$ cat src/rtl/issue_ctrl.sv
// Fetch/decode/issue control: fetches one instruction per request, decodes it and drives one execute-unit enable.
// Optional HALT instruction (unit 11, opcode 111) is compiled in with `define ISSUE_CTRL_HALT_EN.
module issue_ctrl #(
    parameter logic [31:0] RESET_PC   = 32'h0000_0000,
    parameter int unsigned DM_TIMEOUT = 16
) (
    input  logic        clk,
    input  logic        rst,
    output logic        imem_req,
    output logic [31:0] imem_addr,
    input  logic        imem_valid,
    input  logic [31:0] imem_data,
    output logic        alu_en,
    output logic        br_en,
    output logic        dm_en,
    output logic [2:0]  opcode,
    output logic        has_imm,
    output logic [4:0]  rd_sel,
    output logic [4:0]  rs1_sel,
    output logic [4:0]  rs2_sel,
    output logic [20:0] imm,
    input  logic        br_taken,
    input  logic [20:0] br_offset,
    input  logic        dm_done,
    output logic        rf_we,
    output logic [31:0] pc,
    output logic        err,
    output logic        halted
);

    typedef enum logic [1:0] {
        S_FETCH,
        S_DECODE,
        S_EXEC,
        S_HALT
    } state_t;

    localparam logic [7:0] DM_LIMIT = 8'(DM_TIMEOUT);

    state_t      state;
    logic [31:0] ir;
    logic [7:0]  dm_cnt;
    logic [1:0]  unit;
    logic [31:0] pc_seq;
    logic [31:0] br_target;

    assign unit      = ir[31:30];
    assign pc_seq    = pc + 32'd4;
    // Taken target is word aligned regardless of the offset's low bits.
    assign br_target = (pc + {{11{br_offset[20]}}, br_offset}) & 32'hFFFF_FFFC;

    assign imem_req  = (state == S_FETCH);
    assign imem_addr = pc;
    assign opcode    = ir[29:27];
    assign has_imm   = ir[26];
    assign rd_sel    = ir[25:21];
    assign rs1_sel   = ir[20:16];
    assign rs2_sel   = ir[15:11];
    assign imm       = ir[26] ? ir[20:0] : '0;

`ifdef ISSUE_CTRL_HALT_EN
    logic halt_q;
    assign halted = halt_q;
`else
    assign halted = 1'b0;
`endif

    always_ff @(posedge clk) begin
        if (rst) begin
            state  <= S_FETCH;
            pc     <= RESET_PC;
            ir     <= '0;
            alu_en <= 1'b0;
            br_en  <= 1'b0;
            dm_en  <= 1'b0;
            rf_we  <= 1'b0;
            err    <= 1'b0;
            dm_cnt <= '0;
`ifdef ISSUE_CTRL_HALT_EN
            halt_q <= 1'b0;
`endif
        end else begin
            case (state)
                S_FETCH: begin
                    if (imem_valid) begin
                        ir    <= imem_data;
                        state <= S_DECODE;
                    end
                end
                S_DECODE: begin
                    case (unit)
                        2'b00: begin
                            alu_en <= 1'b1;
                            rf_we  <= 1'b1;
                            state  <= S_EXEC;
                        end
                        2'b01: begin
                            br_en <= 1'b1;
                            state <= S_EXEC;
                        end
                        2'b10: begin
                            dm_en  <= 1'b1;
                            dm_cnt <= '0;
                            state  <= S_EXEC;
                        end
                        default: begin
`ifdef ISSUE_CTRL_HALT_EN
                            if (ir[29:27] == 3'b111) begin
                                halt_q <= 1'b1;
                                state  <= S_HALT;
                            end else begin
                                pc    <= pc_seq;
                                state <= S_FETCH;
                            end
`else
                            pc    <= pc_seq;
                            state <= S_FETCH;
`endif
                        end
                    endcase
                end
                S_EXEC: begin
                    case (unit)
                        2'b00: begin
                            alu_en <= 1'b0;
                            rf_we  <= 1'b0;
                            pc     <= pc_seq;
                            state  <= S_FETCH;
                        end
                        2'b01: begin
                            br_en <= 1'b0;
                            pc    <= br_taken ? br_target : pc_seq;
                            state <= S_FETCH;
                        end
                        default: begin
                            // Completion wins over a timeout landing in the same cycle.
                            if (dm_done) begin
                                dm_en <= 1'b0;
                                pc    <= pc_seq;
                                state <= S_FETCH;
                            end else if (dm_cnt + 8'd1 == DM_LIMIT) begin
                                dm_en  <= 1'b0;
                                err    <= 1'b1;
                                dm_cnt <= dm_cnt + 8'd1;
                                pc     <= pc_seq;
                                state  <= S_FETCH;
                            end else begin
                                dm_cnt <= dm_cnt + 8'd1;
                            end
                        end
                    endcase
                end
                S_HALT: begin
                    state <= S_HALT;
                end
                default: state <= S_FETCH;
            endcase
        end
    end

endmodule

$ cat config.mk
export PLATFORM = sky130hd
export DESIGN_NAME = issue_ctrl
export DESIGN_NICKNAME = d
export VERILOG_FILES = /design/src/rtl/issue_ctrl.sv
export SDC_FILE = /design/constraint.sdc
export NUM_CORES = 1
export LEC_CHECK = 0
export ABC_CLOCK_PERIOD_IN_PS = 7990
export CORE_UTILIZATION = 46
export CTS_CLUSTER_DIAMETER = 100
export DETAILED_ROUTE_END_ITERATION = 10
export GPL_ROUTABILITY_DRIVEN = 0
export PLACE_DENSITY = 0.78
export SYNTH_ARGS = -nofsm -noshare
export SYNTH_HDL_FRONTEND = slang
export SYNTH_SLANG_ARGS = --single-unit
$ cat constraint.sdc
create_clock -name clk -period 7.99 [get_ports clk]
set_input_delay 2.397 -clock clk [delete_from_list [all_inputs] [get_ports clk]]
set_output_delay 2.397 -clock clk [all_outputs]
set_load 0.005 [all_outputs]
==> results of run 1 <==
[cells in the mapped netlist, types with 6 or more instances]
cell type,count
xor2_1,9
inv_1,18
xnor2_1,13
and3_1,9
a31oi_1,9
o21ai_0,38
nor2_1,64
o211ai_1,9
o22ai_1,8
clkbuf_1,26
and2_1,24
nand4_1,8
a22oi_1,6
ha_1,36
nand2_1,128
dfxtp_1,76
nand3_1,32
a211oi_1,14
a21o_1,10
nor3_1,21
buf_4,54
a21oi_1,98
clkbuf_8,6
[power by group]
| group | leakage, nW | switching [W] | internal (W) |
|---|---|---|---|
| logic | 2.02 | 0.000114 | 0.000101 |
| registers | 0.618 | 0.0000187 | 0.000398 |
| clock network | 0.142 | 0.000183 | 0.000219 |
[stage by stage]
step           power (W)  instance area, µm²
2_1_floorplan  0.0005601                5789
3_3_place_gp   0.0006353                7038
3_5_place_dp   0.0006381                7038
4_1_cts         0.001044                7331
5_1_grt         0.001087                7331
6_report        0.001033                7331
[routing by layer]
| metal | share of wire (%) | routed length (µm) | global-route usage, % |
|---|---|---|---|
| met1 | 46 | 7030 | 31.78 |
| met5 | 0 | 0 | 0 |
| met2 | 47 | 7150 | 37.37 |
| met4 | 1.6 | 236 | 8.312 |
| met3 | 5.2 | 785 | 2.550 |
[registers in the layout, summed over array words and instances, names as in the netlist]
name	cells
state	2
err	1
ir	32
dm_cnt	8
br_en	1
imem_addr	30
dm_en	1
rf_we	1
[worst min-delay path by stage]
stage | start | end | slack (ps) | cells past startpoint
final | ir[6]$_SDFFE_PP0P_ | ir[6]$_SDFFE_PP0P_ | 450 | 2
after global routing | ir[8]$_SDFFE_PP0P_ | ir[8]$_SDFFE_PP0P_ | 470 | 2
after CTS | ir[6]$_SDFFE_PP0P_ | ir[6]$_SDFFE_PP0P_ | 450 | 2
after detailed placement | ir[6]$_SDFFE_PP0P_ | ir[6]$_SDFFE_PP0P_ | 440 | 2
after global placement | ir[9]$_SDFFE_PP0P_ | ir[9]$_SDFFE_PP0P_ | 440 | 2
after floorplan | ir[0]$_SDFFE_PP0P_ | ir[0]$_SDFFE_PP0P_ | 430 | 2
[cells by family (layout without fill, tap and decap cells)]
group | count (synthesis) | after routing | share of synthesized area [%]
XOR/XNOR | 22 | 22 | 3.337
multiplexers | 4 | 4 | 0.7151
flip-flops | 76 | 76 | 26.35
buffers and inverters | 108 | 200 | 11.70
other | 1 | 5 | 0.06494
AO/OA/AOI/OAI | 223 | 223 | 23.60
AND/OR/NAND/NOR | 320 | 320 | 26.44
adder cells (fa/ha/maj) | 36 | 36 | 7.801
[final cells by class]
class	count	area [µm²]
fillers	1127	4781
multi-input cells	610	3595
repair buffers	166	1644
flip-flops and latches	76	1521
clock buffers	9	225.2
well taps	168	210.2
clock inverters	7	67.56
inverters	18	67.56
[worst min-delay path, cell delays in order (launching register included)]
cell and delay, ps:
dfxtp_1 300, nand2_1 50, a21oi_1 50
==> flow_summary.ini, run 1 <==
[global_route]
grt_start_max_net_pins = 82
grt_pass1_wl_um = 24470
antenna_found_initial = 0
grt.total_usage_pct = 23.12
overflow = 0
grt_pass1_vias = 5102

[placed_design]
hpwl_um = 10670
portBuffers = 161
dpl.cell_count = 1038
pre_cts_ws_ps = 2517

[job]
max_cap_violations = 0

[finish]
syn_to_final_growth_pct = 26.96
layout_common_cells = clkdlybuf4s50_1 (160), nand2_1 (128), a21oi_1 (98)
final_core_util_pct = 60.53
layout.nets = 975
drive_gt1_share_pct = 4.966
mostFrequentLayoutCell = clkdlybuf4s50_1
instances_no_fill = 1054
antennaDiodeCount = 0

[synthesis]
synth_area_per_cell_um2 = 7.309
async_flop_share_pct = 0
synth_top_area_cell = dfxtp_1
synth_cell_types = 68
synth_top_area_share_pct = 26.35
netlist_instances = 790
yosysWarningCount = 0
synth-main-ff-cell = dfxtp_1
yosysSeqAreaShare_pct = 26.35
synth_edf_count = 0
yosys-top-cells-area = dfxtp_1 (26%), a21oi_1 (8.5%), nand2_1 (8.3%)
ys_ff_latch = 76
syn-cell-area_um2 = 5774

[floorplan]
die_w_um = 114.0
die_height_um = 114.0
core_area_um2 = 12110
dieArea_um2 = 13010
core.rowCount = 40
ioPinCount = 169
start_util_pct = 47.68

[min_path]
hold_class = reg -> reg

[critical_path]
cp_top_family = compound AO/OA/AOI/OAI gates
cp_num_buf_inv = 1
cp-endpoint = imem_addr[30]$_SDFFE_PP0P_
cpMostUsedCell = a21o_1
cp.depth = 10
path_cells = clkdlybuf4s50_1, ha_1, a21o_1, a21o_1, a21o_1, a211oi_1, o21ai_0, o2111ai_1, a2111oi_0, a211o_1
cp_data_arrival_time_ps = 5450
endpoint_kind = flop
r2r_slack_ps = 4750
r2r_end = imem_addr[27]$_SDFFE_PP0P_
timing.rr.start = imem_addr[11]$_SDFFE_PP0P_
rr_worst_depth = 9
crit_start = br_offset[20]
crit_path_max_incr_delay_ps = 770
required_ps = 8220
crit_type = in -> reg
worstPathMaxFanout = 17
start_kind = input port
cp_slowest_cell = clkdlybuf4s50_1

[sta]
rsz0062_at_grt = no
slew_headroom_pct = 26.38
tightestPinTransition_ps = 1104
drv_slew = 0
fmax_ghz = 0.1915
fin_crit_sh_pct = 65.35
setup_viol = 0
tns_ps = 0
fin_ws_ps = 2769
finalHoldViolations = 0
hold_slack_ps = 448.9
fin_crit_ps = 5221
worst_clock_skew_ps = 6.283

[routing]
routed_wl_um = 15200
via_count = 5765
ant_nets = 0
wl_per_cell_um = 14.42
drc = 0
firstDrtPassIters = 5
vias_per_cell = 5.470
drt_iter0_markers = 413

[clocking]
cts_setup_buffers = 0
numCtsBuffers = 9
cts_root_buffer = clkbuf_16
cts.sinks = 76
ctsLongestPathBuffers = 2
cts_tree = built
postCtsHoldBufs = 0
cts_resized = 0
clkTransAtPathRegs_ps = 60
insertion_delay_ps = 330
cts.htree.levels = 3

[pwr]
power.density_nw_per_um2 = 140.9
peakVddDrop_mv = 0.09739
p_leak_nw = 2.776

[status]
status = finished clean
No activity file was read; power rests on OpenSTA's default activity.
==> run 2, diff against run 1 <==
--- a/config.mk
+++ b/config.mk
@@ -5,7 +5,7 @@
 export SDC_FILE = /design/constraint.sdc
 export NUM_CORES = 1
 export LEC_CHECK = 0
-export ABC_CLOCK_PERIOD_IN_PS = 7990
+export ABC_CLOCK_PERIOD_IN_PS = 5420
 export CORE_UTILIZATION = 46
 export CTS_CLUSTER_DIAMETER = 100
 export DETAILED_ROUTE_END_ITERATION = 10
==> constraint.sdc (replaced) <==
create_clock -name clk -period 5.42 [get_ports clk]
set_input_delay 1.626 -clock clk [delete_from_list [all_inputs] [get_ports clk]]
set_output_delay 1.626 -clock clk [all_outputs]
set_load 0.005 [all_outputs]
==> run 2 against run 1 <==
  * Routed wire length is 1.7% higher
  * Cell area rose by 0.80%
  * Worst setup slack got worse by 1800 ps
  * Utilization is 0.49 points higher
  * First-iteration DRC count down 6.3%
  * Combinational power up 47%
  * Global-route usage grew 0.44 points
  * Register-to-register slack worse by 2600 ps
  * Worst hold slack is essentially flat
  * Sequential cell count is the same
  * Clock power rose by 66%
  * Highest routed layer unchanged
==> flow_summary.ini, run 2 (same netlist as run 1, synthesis figures left out) <==
[clocking]
numCtsBuffers = 9
postCtsHoldBufs = 0
insertion_delay_ps = 340
clkTransAtPathRegs_ps = 60
cts_resized = 0
ctsLongestPathBuffers = 2
cts_tree = built
cts.sinks = 76
cts.htree.levels = 3
cts_root_buffer = clkbuf_16
cts_setup_buffers = 0

[sta]
tightestPinTransition_ps = 1107
slew_headroom_pct = 26.05
fmax_ghz = 0.2247
worst_clock_skew_ps = 8.359
fin_crit_sh_pct = 82.11
hold_slack_ps = 449.3
tns_ps = 0
rsz0062_at_grt = no
drv_slew = 0
fin_crit_ps = 4450
setup_viol = 0
finalHoldViolations = 0

[finish]
multi_input_area_um2 = 3595
drive_gt1_share_pct = 5.287
mostFrequentLayoutCell = clkdlybuf4s50_1
largest_reg_flops = 32
final_core_util_pct = 61.01
layout_common_cells = clkdlybuf4s50_1 (160), nand2_1 (128), a21oi_1 (98)
instances_no_fill = 1057
regMostFlops = ir
nFillCells = 1127
antennaDiodeCount = 0
syn_to_final_growth_pct = 27.97
finish.instance_area_um2 = 7390
ff_latch_area_um2 = 1521
layout.nets = 978

[critical_path]
crit_start = br_offset[11]
cp_slowest_cell = a221oi_1
path_cells = clkdlybuf4s50_1, ha_1, a21oi_1, o21ai_0, a221oi_1, a21oi_1, o211ai_1, nand2b_1, xnor2_1, a2111oi_2
cp_top_family = compound AO/OA/AOI/OAI gates
timing.rr.start = imem_addr[11]$_SDFFE_PP0P_
crit_path_max_incr_delay_ps = 630
cp_num_buf_inv = 1
worstPathMaxFanout = 5
cp_data_arrival_time_ps = 4680
endpoint_kind = flop
cpMostUsedCell = a21oi_1
crit_type = in -> reg
start_kind = input port
required_ps = 5650

[floorplan]
core_area_um2 = 12110
die_w_um = 114.0
dieArea_um2 = 13010
die_height_um = 114.0
core.rowCount = 40
ioPinCount = 169
start_util_pct = 47.68

[global_route]
grt_pass1_vias = 5169
grt.total_usage_pct = 23.56
grt_start_max_net_pins = 44
overflow = 0
antenna_found_initial = 0
grt_pass1_wl_um = 24870

[placed_design]
placed_area_um2 = 7061
hpwl_um = 10980
dpl.cell_count = 1041
portBuffers = 161

[routing]
wl_per_cell_um = 14.63
firstDrtPassIters = 5
via_count = 5787
drc = 0
vias_per_cell = 5.475
routed_wl_um = 15460
ant_nets = 0
drt_iter0_markers = 387

[status]
status = finished clean

[pwr]
power.density_nw_per_um2 = 216.4
peakVddDrop_mv = 0.2051
p_leak_nw = 2.811

[min_path]
hold_path.startpoint = ir[6]$_SDFFE_PP0P_
hold_class = reg -> reg

[job]
max_cap_violations = 0
-- run 2: final timing paths --
check	endpoint	slack, ps	cells past startpoint
worst min register to register	ir[6]$_SDFFE_PP0P_	450	2
worst min-delay path	ir[6]$_SDFFE_PP0P_	450	2
worst max-delay path	imem_addr[27]$_SDFFE_PP0P_	970	10
worst max register to register	imem_addr[27]$_SDFFE_PP0P_	2110	9
-- run 2: cell type report --
cell class	instances	share of cell area, %
Clock buffer	9	3.048
Clock inverter	7	1.405
Inverter	18	0.9143
Multi-Input combinational cell	610	48.65
Sequential cell	76	20.59
Tap cell	168	2.845
Timing Repair Buffer	169	22.55
-- run 2: power breakdown --
| part | switching [W] | internal, W | total (W) | leakage [nW] |
|---|---|---|---|---|
| clock network | 0.000258 | 0.000411 | 0.000668 | 0.161 |
| logic | 0.000167 | 0.000149 | 0.000315 | 2.03 |
| registers | 0.0000281 | 0.000587 | 0.000615 | 0.618 |
| total | 0.000452 | 0.00115 | 0.00160 | 2.81 |
-- run 2: per-layer routing --
metal / global-route usage, % / routed length (µm) / vias up
li1: - / - / 2922
met1: 31.10 / 7159 / 2707
met2: 39.92 / 7411 / 144
met3: 3.773 / 690 / 14
met4: 6.147 / 198 / 0
met5: 0 / 0 / -
-- run 2: through the flow --
stage                     power [W]  setup slack, ps
after floorplan           0.0008257             1644
after global placement    0.0009366            810.6
after detailed placement  0.0009417            716.5
after CTS                  0.001612             1057
after global routing       0.001673            662.3
final                      0.001599            969.7
-- run 2: tightest hold or removal path, stage by stage (launching register included) --
cell	delay, ps
dfxtp_1	300
nand2_1	50
a21oi_1	50
